### src/rtl/serial_rx_gen.sv
// serial_rx_gen: parametrised oversampling UART receiver.
// Two-flop synchroniser, free-running tick divider, 2-of-3 mid-bit majority
// vote, and a valid/ready holding register carrying per-word parity, framing
// and break status plus a sticky overrun flag.

module serial_rx_gen #(
  parameter int CLK_HZ     = 100_000_000,
  parameter int BAUD       = 9600,
  parameter int OVERSAMPLE = 16,
  parameter int DATA_BITS  = 8,
  parameter int PARITY     = 0,
  parameter int STOP_BITS  = 1
) (
  input  logic                 CLK_100_I,
  input  logic                 RST_I,
  input  logic                 SERIAL_I,
  output logic [DATA_BITS-1:0] DATA_O,
  output logic                 VALID_O,
  input  logic                 READY_I,
  output logic                 PARITY_ERR_O,
  output logic                 FRAME_ERR_O,
  output logic                 BREAK_O,
  output logic                 OVERRUN_O,
  output logic                 BUSY_O
);

  localparam int DIV   = (CLK_HZ + BAUD * OVERSAMPLE / 2) / (BAUD * OVERSAMPLE);
  localparam int DIV_W = $clog2(DIV + 1);
  localparam int M     = OVERSAMPLE / 2;
  localparam int SC_W  = $clog2(OVERSAMPLE);
  localparam int BC_W  = $clog2(DATA_BITS);

  // Reject configurations the datapath cannot represent.
  if (DIV < 1) begin : g_bad_div
    $error("serial_rx_gen: clock too slow for BAUD*OVERSAMPLE (DIV < 1)");
  end
  if (OVERSAMPLE < 8 || OVERSAMPLE > 32 || (OVERSAMPLE % 2) != 0) begin : g_bad_os
    $error("serial_rx_gen: OVERSAMPLE must be even and in 8..32");
  end
  if (DATA_BITS < 5 || DATA_BITS > 9) begin : g_bad_db
    $error("serial_rx_gen: DATA_BITS must be in 5..9");
  end
  if (PARITY < 0 || PARITY > 2) begin : g_bad_par
    $error("serial_rx_gen: PARITY must be 0, 1 or 2");
  end
  if (STOP_BITS < 1 || STOP_BITS > 2) begin : g_bad_stop
    $error("serial_rx_gen: STOP_BITS must be 1 or 2");
  end

  typedef enum logic [2:0] {
    S_IDLE,
    S_START,
    S_DATA,
    S_PARITY,
    S_STOP
  } state_t;

  state_t               state, state_next;
  logic                 rx_meta, rx_s;
  logic [DIV_W-1:0]     div_cnt;
  logic                 tick;
  logic [SC_W-1:0]      sc;
  logic [BC_W-1:0]      bit_cnt;
  logic                 stop_cnt;
  logic                 s0, s1, vote;
  logic                 vote_tick, bit_end, last_stop, done;
  logic [DATA_BITS-1:0] shreg;
  logic                 par_err, par_low, frame_acc, stops_low;
  logic                 brk_now;

  // Two-flop synchroniser on the asynchronous line; idles high out of reset.
  // NOTE: sequential state always uses non-blocking assignments so every flop
  // samples pre-edge values regardless of block ordering.
  always_ff @(posedge CLK_100_I) begin
    if (RST_I) begin
      rx_meta <= 1'b1;
      rx_s    <= 1'b1;
    end else begin
      rx_meta <= SERIAL_I;
      rx_s    <= rx_meta;
    end
  end

  // Free-running divider producing a one-cycle tick every DIV clocks.
  always_ff @(posedge CLK_100_I) begin
    if (RST_I)     div_cnt <= '0;
    else if (tick) div_cnt <= '0;
    else           div_cnt <= div_cnt + 1'b1;
  end

  assign tick = (div_cnt == DIV_W'(DIV - 1));

  // 2-of-3 vote over the samples at sc = M-1, M and the live sample at M+1.
  assign vote      = (s0 & s1) | (s0 & rx_s) | (s1 & rx_s);
  assign vote_tick = tick && (state != S_IDLE) && (sc == SC_W'(M + 1));
  assign bit_end   = tick && (state != S_IDLE) && (sc == SC_W'(OVERSAMPLE - 1));
  assign last_stop = (STOP_BITS == 1) || stop_cnt;

  // State register.
  always_ff @(posedge CLK_100_I) begin
    if (RST_I) state <= S_IDLE;
    else       state <= state_next;
  end

  // Next-state logic and the completion strobe.
  // NOTE: defaults come first so no path through the case leaves a latch.
  always_comb begin
    state_next = state;
    done       = 1'b0;
    case (state)
      S_IDLE:   if (tick && !rx_s) state_next = S_START;
      S_START: begin
        if (vote_tick && vote) state_next = S_IDLE;
        else if (bit_end)      state_next = S_DATA;
      end
      S_DATA: begin
        if (bit_end && bit_cnt == BC_W'(DATA_BITS - 1))
          state_next = (PARITY != 0) ? S_PARITY : S_STOP;
      end
      S_PARITY: if (bit_end) state_next = S_STOP;
      S_STOP: begin
        if (vote_tick && last_stop) begin
          state_next = S_IDLE;
          done       = 1'b1;
        end
      end
      default:  state_next = S_IDLE;
    endcase
  end

  // Bit timing, sampling, shift register and per-frame status accumulation.
  always_ff @(posedge CLK_100_I) begin
    if (RST_I) begin
      sc        <= '0;
      bit_cnt   <= '0;
      stop_cnt  <= 1'b0;
      s0        <= 1'b1;
      s1        <= 1'b1;
      shreg     <= '0;
      par_err   <= 1'b0;
      par_low   <= 1'b1;
      frame_acc <= 1'b0;
      stops_low <= 1'b1;
    end else if (state == S_IDLE) begin
      sc        <= '0;
      bit_cnt   <= '0;
      stop_cnt  <= 1'b0;
      par_err   <= 1'b0;
      par_low   <= 1'b1;
      frame_acc <= 1'b0;
      stops_low <= 1'b1;
    end else if (tick) begin
      sc <= (sc == SC_W'(OVERSAMPLE - 1)) ? '0 : sc + 1'b1;
      if (sc == SC_W'(M - 1)) s0 <= rx_s;
      if (sc == SC_W'(M))     s1 <= rx_s;
      if (vote_tick) begin
        case (state)
          S_DATA:   shreg <= {vote, shreg[DATA_BITS-1:1]};
          S_PARITY: begin
            // Odd parity wants an odd count of ones including the parity bit.
            par_err <= ((^shreg) ^ vote) != (PARITY == 1);
            par_low <= ~vote;
          end
          S_STOP: begin
            if (!vote) frame_acc <= 1'b1;
            else       stops_low <= 1'b0;
          end
          default: ;
        endcase
      end
      if (bit_end) begin
        case (state)
          S_DATA:  bit_cnt  <= bit_cnt + 1'b1;
          S_STOP:  stop_cnt <= 1'b1;
          default: ;
        endcase
      end
    end
  end

  // Break: word, parity bit and every stop bit (including the one being voted) low.
  assign brk_now = (shreg == '0) && par_low && stops_low && !vote;

  // Holding register: load on completion when free or being drained, else flag overrun.
  always_ff @(posedge CLK_100_I) begin
    if (RST_I) begin
      DATA_O       <= '0;
      VALID_O      <= 1'b0;
      PARITY_ERR_O <= 1'b0;
      FRAME_ERR_O  <= 1'b0;
      BREAK_O      <= 1'b0;
      OVERRUN_O    <= 1'b0;
    end else if (done) begin
      if (!VALID_O || READY_I) begin
        DATA_O       <= shreg;
        VALID_O      <= 1'b1;
        PARITY_ERR_O <= par_err;
        FRAME_ERR_O  <= frame_acc | ~vote;
        BREAK_O      <= brk_now;
        OVERRUN_O    <= 1'b0;
      end else begin
        OVERRUN_O <= 1'b1;
      end
    end else if (VALID_O && READY_I) begin
      VALID_O   <= 1'b0;
      OVERRUN_O <= 1'b0;
    end
  end

  assign BUSY_O = (state != S_IDLE);

endmodule

### config.mk
export PLATFORM = sky130hd
export DESIGN_NAME = serial_rx_gen
export DESIGN_NICKNAME = d
export VERILOG_FILES = /design/src/rtl/serial_rx_gen.sv
export SDC_FILE = /design/constraint.sdc
export NUM_CORES = 1
export LEC_CHECK = 0
export CORE_AREA = 3 3 70 72
export CTS_BUF_LIST = sky130_fd_sc_hd__clkbuf_4
export DETAILED_ROUTE_END_ITERATION = 8
export DIE_AREA = 0 0 73 75
export GPL_TIMING_DRIVEN = 1
export PLACE_DENSITY = 0.74
export SLEW_MARGIN = 20
export SYNTH_ARGS = -nofsm -noshare
export SYNTH_HDL_FRONTEND = slang
export SYNTH_SLANG_ARGS = --single-unit
### constraint.sdc
create_clock -name CLK_100_I -period 4.35 [get_ports CLK_100_I]
set_clock_uncertainty 0.15 [all_clocks]
set_input_delay 0.435 -clock CLK_100_I [delete_from_list [all_inputs] [get_ports CLK_100_I]]
set_output_delay 0.435 -clock CLK_100_I [all_outputs]
set_load 0.05 [all_outputs]
==> run_results.csv <==
group,metric,value,unit
routing,drtIter0Drc,118,
clock_tree,clock_path_buffers,2,
grt,grt.overflow.total,0,
logic_synthesis,syn_area_per_cell,8.64,sq um
routing,wire_per_inst,13.9,um
logic_synthesis,synth-compound-area-share,15.7,%
logic_synthesis,synth_cell_types,51,
logic_synthesis,synth_nets,287,
grt,grt_antenna_before_repair,0,
worst_setup_path,timing.reg2reg.setup_slack,2.00,ns
grt,grt_pass1_wl,8160,um
worst_setup_path,cp_cell_sequence,"nor3_2, inv_1, clkdlybuf4s50_1",
floorplanning,die-height,75,um
grt,grt_start_max_net_pins,32,
floorplanning,core-area,4350,sq um
logic_synthesis,ys.flop_type,"dfxtp_1",
worst_setup_path,r2r_cells,5,
logic_synthesis,yosys.area_share.simple,23.9,%
worst_setup_path,critPathKind,"register to primary output",
floorplanning,start_util,54.0,%
clock_tree,htree_levels,2,
worst_setup_path,slowest_delay,0.71,ns
worst_setup_path,r2r-end,"FRAME_ERR_O",
worst_setup_path,start_kind,"register",
routing,ant_nets,0,
logic_synthesis,synth_xor_area_share,4.84,%
floorplanning,floorplan.die_area,5480,sq um
worst_setup_path,path_max_fanout,8,
sta,tns,0,ns
clock_tree,cts_setup_buffers,0,
routing,viasPerCell,5.64,
pwr,p_leak,0.845,nW
sta,layout_min_cycle_time,2.57,ns
cells_and_area,finalCoreUtilization,58.3,%
worst_setup_path,end_kind,"primary output",
cells_and_area,drive_above_1_share,7.14,%
sta,worst_pin_slew,1.06,ns
logic_synthesis,synthTopCellsByArea,"dfxtp_1 (42%), nand3_1 (6.2%), ha_1 (5.9%)",
grt,grt_pass1_vias,1697,
routing,drt_pass1_iterations,4,
logic_synthesis,synth_fa_ha_area_share,6.28,%
worst_setup_path,crit_family,"buffers and inverters",
clock_tree,cts_resized,0,
pwr,p_per_area,272,nW/um^2
sta,rsz0062_at_grt,"no",
logic_synthesis,async_flop_share,0,%
logic_synthesis,syn_inst,272,
logic_synthesis,synth_mux_area_share,0.852,%
logic_synthesis,synth_top_family_by_area,"simple AND/OR/NAND/NOR gates",
clock_tree,cts_buffers,5,
placed_design,io_buffers,17,
worst_setup_path,required,3.76,ns
cells_and_area,areaGrowthSynthToFinish,8.04,%
sta,slew_headroom,28.8,%
floorplanning,pin_count,18,
logic_synthesis,yosys.area.top_type,"dfxtp_1",
cells_and_area,diodes,0,
worst_setup_path,endpoint,"BUSY_O",
sta,fmax,389,MHz
logic_synthesis,synth_edf_count,0,
status,status,"complete, no violations",
clock_tree,clock_sinks,49,
worst_setup_path,arrival,1.98,ns
sta,hold_viol,0,
grt,grt_usage,18.9,%
placed_design,place_hpwl,3180,um
cells_and_area,design_area,2540,sq um
sta,fin_crit_sh,59.1,%
sta,slew_violations,0,
sta,setup_viol,0,
logic_synthesis,synth.most_common_cell,"dfxtp_1",
clock_tree,clk-insertion-delay-late,0.38,ns
worst_setup_path,r2r-start,"sc[0]",
logic_synthesis,syn_area,2350,sq um
logic_synthesis,seq_area_frac_synth,41.7,%
logic_synthesis,ys_ff_latch,49,
worst_setup_path,critPathBufInv,2,
routing,vias,1872,
clock_tree,cts_tree,"built",
clock_tree,path_clk_slew,0.15,ns
logic_synthesis,synth_top_area_share,41.7,%
placed_design,place.gp.congestion,0.920,
clock_tree,hold_buffers,0,
placed_design,placed_area,2480,sq um
clock_tree,cts_root_buffer,"clkbuf_4",
floorplanning,placementRows,24,
hold_path,hold_class,"register to register",
floorplanning,fp.dieW,73,um
cells_and_area,fill_cells,406,
logic_synthesis,yosysWarnings,0,
cells_and_area,final_nets,294,
routing,drcViolationCount,0,
logic_synthesis,synth_commonest_cells,"dfxtp_1 (49), nand3_1 (29), a21oi_1 (26), o21ai_0 (23), nor2_1 (22)",
routing,drt-total-wl,4620,um
run,cap_violations,0,
worst_setup_path,cp.depth,3,
worst_setup_path,cpMaxStageDelayCell,"clkdlybuf4s50_1",
pwr,vdd_drop_max,0.270,mV
worst_setup_path,startpoint,"state[0]",
==> worst min path at each step <==
stage | slack (ns) | endpoint | cells past startpoint | start
after floorplan | 0.24 | rx_s | 1 | rx_meta
after detailed placement | 0.25 | rx_s | 1 | rx_meta
after global routing | 0.30 | rx_s | 1 | rx_meta
after CTS | 0.29 | rx_s | 1 | rx_meta
after global placement | 0.25 | rx_s | 1 | rx_meta
final | 0.28 | rx_s | 1 | rx_meta
==> placed cells by master, fill, tap and decap left out, types with 5 or more instances in the layout <==
master	Yosys	routed
a21oi_1	26	26
clkbuf_4	0	5
clkdlybuf4s50_1	0	17
dfxtp_1	49	49
ha_1	11	11
inv_1	13	13
nand2_1	11	11
nand3_1	29	29
nand4_1	6	6
nor2_1	22	22
o21ai_0	23	23
xnor2_1	6	6
xor2_1	7	7
==> flip-flops by register name (all words and copies together), names as in the netlist, 3 cells and up <==
register / cells
DATA_O: 8
bit_cnt: 3
div_cnt: 10
sc: 4
shreg: 8
state: 3
==> cells by family after synthesis <==
family / count (synthesis)
buf+inv: 31
xor+xnor: 13
fa+ha+maj: 12
flops: 49
compound gates: 65
mux: 2
simple gates: 100
==> cell type report <==
cell class / instances / area [sq um] / area share, %
clock inverter: 3 / 21.3 / 0.837
sequential: 49 / 981 / 38.6
tap: 52 / 65.1 / 2.56
clock buffer: 5 / 37.5 / 1.48
timing repair buffer: 17 / 170 / 6.70
inverter: 14 / 52.6 / 2.07
multi-input combinational: 192 / 1210 / 47.7
==> layer usage <==
metal	global-route usage (%)	part of all wire, %	vias to the layer above	wire length (um)
met2	27.9	44	27	2030
li1	-	-	966	-
met3	3.60	2.8	6	131
met1	27.6	52	873	2380
met5	0	0	-	0
met4	6.76	1.6	0	73
==> worst register-to-register path, delay by kind of cell, from the launching register on <==
kind | cells | cell delay (ns)
DFF | 1 | 0.44
and+or+nand+nor | 4 | 1.46
adders and majority gates | 1 | 0.17
==> report_power, final <==
| group | switching [mW] | internal [mW] |
|---|---|---|
| Sequential | 0.00331 | 0.452 |
| Combinational | 0.00934 | 0.00646 |
| Clock | 0.155 | 0.0643 |
| Total | 0.168 | 0.523 |
==> stage by stage <==
| stage | instances | total power, mW | setup WS, ns | hold slack (ns) |
|---|---|---|---|---|
| 6_report | 332 | 0.691 | 1.78 | 0.284 |
| 5_1_grt | 332 | 0.714 | 1.68 | 0.301 |
| 4_1_cts | 332 | 0.697 | 1.75 | 0.287 |
| 3_5_place_dp | 324 | 0.481 | 1.78 | 0.249 |
| 3_3_place_gp | 324 | 0.481 | 1.81 | 0.246 |
| 2_1_floorplan | 272 | 0.476 | 2.66 | 0.239 |
Power figures use the tool's default switching activity.
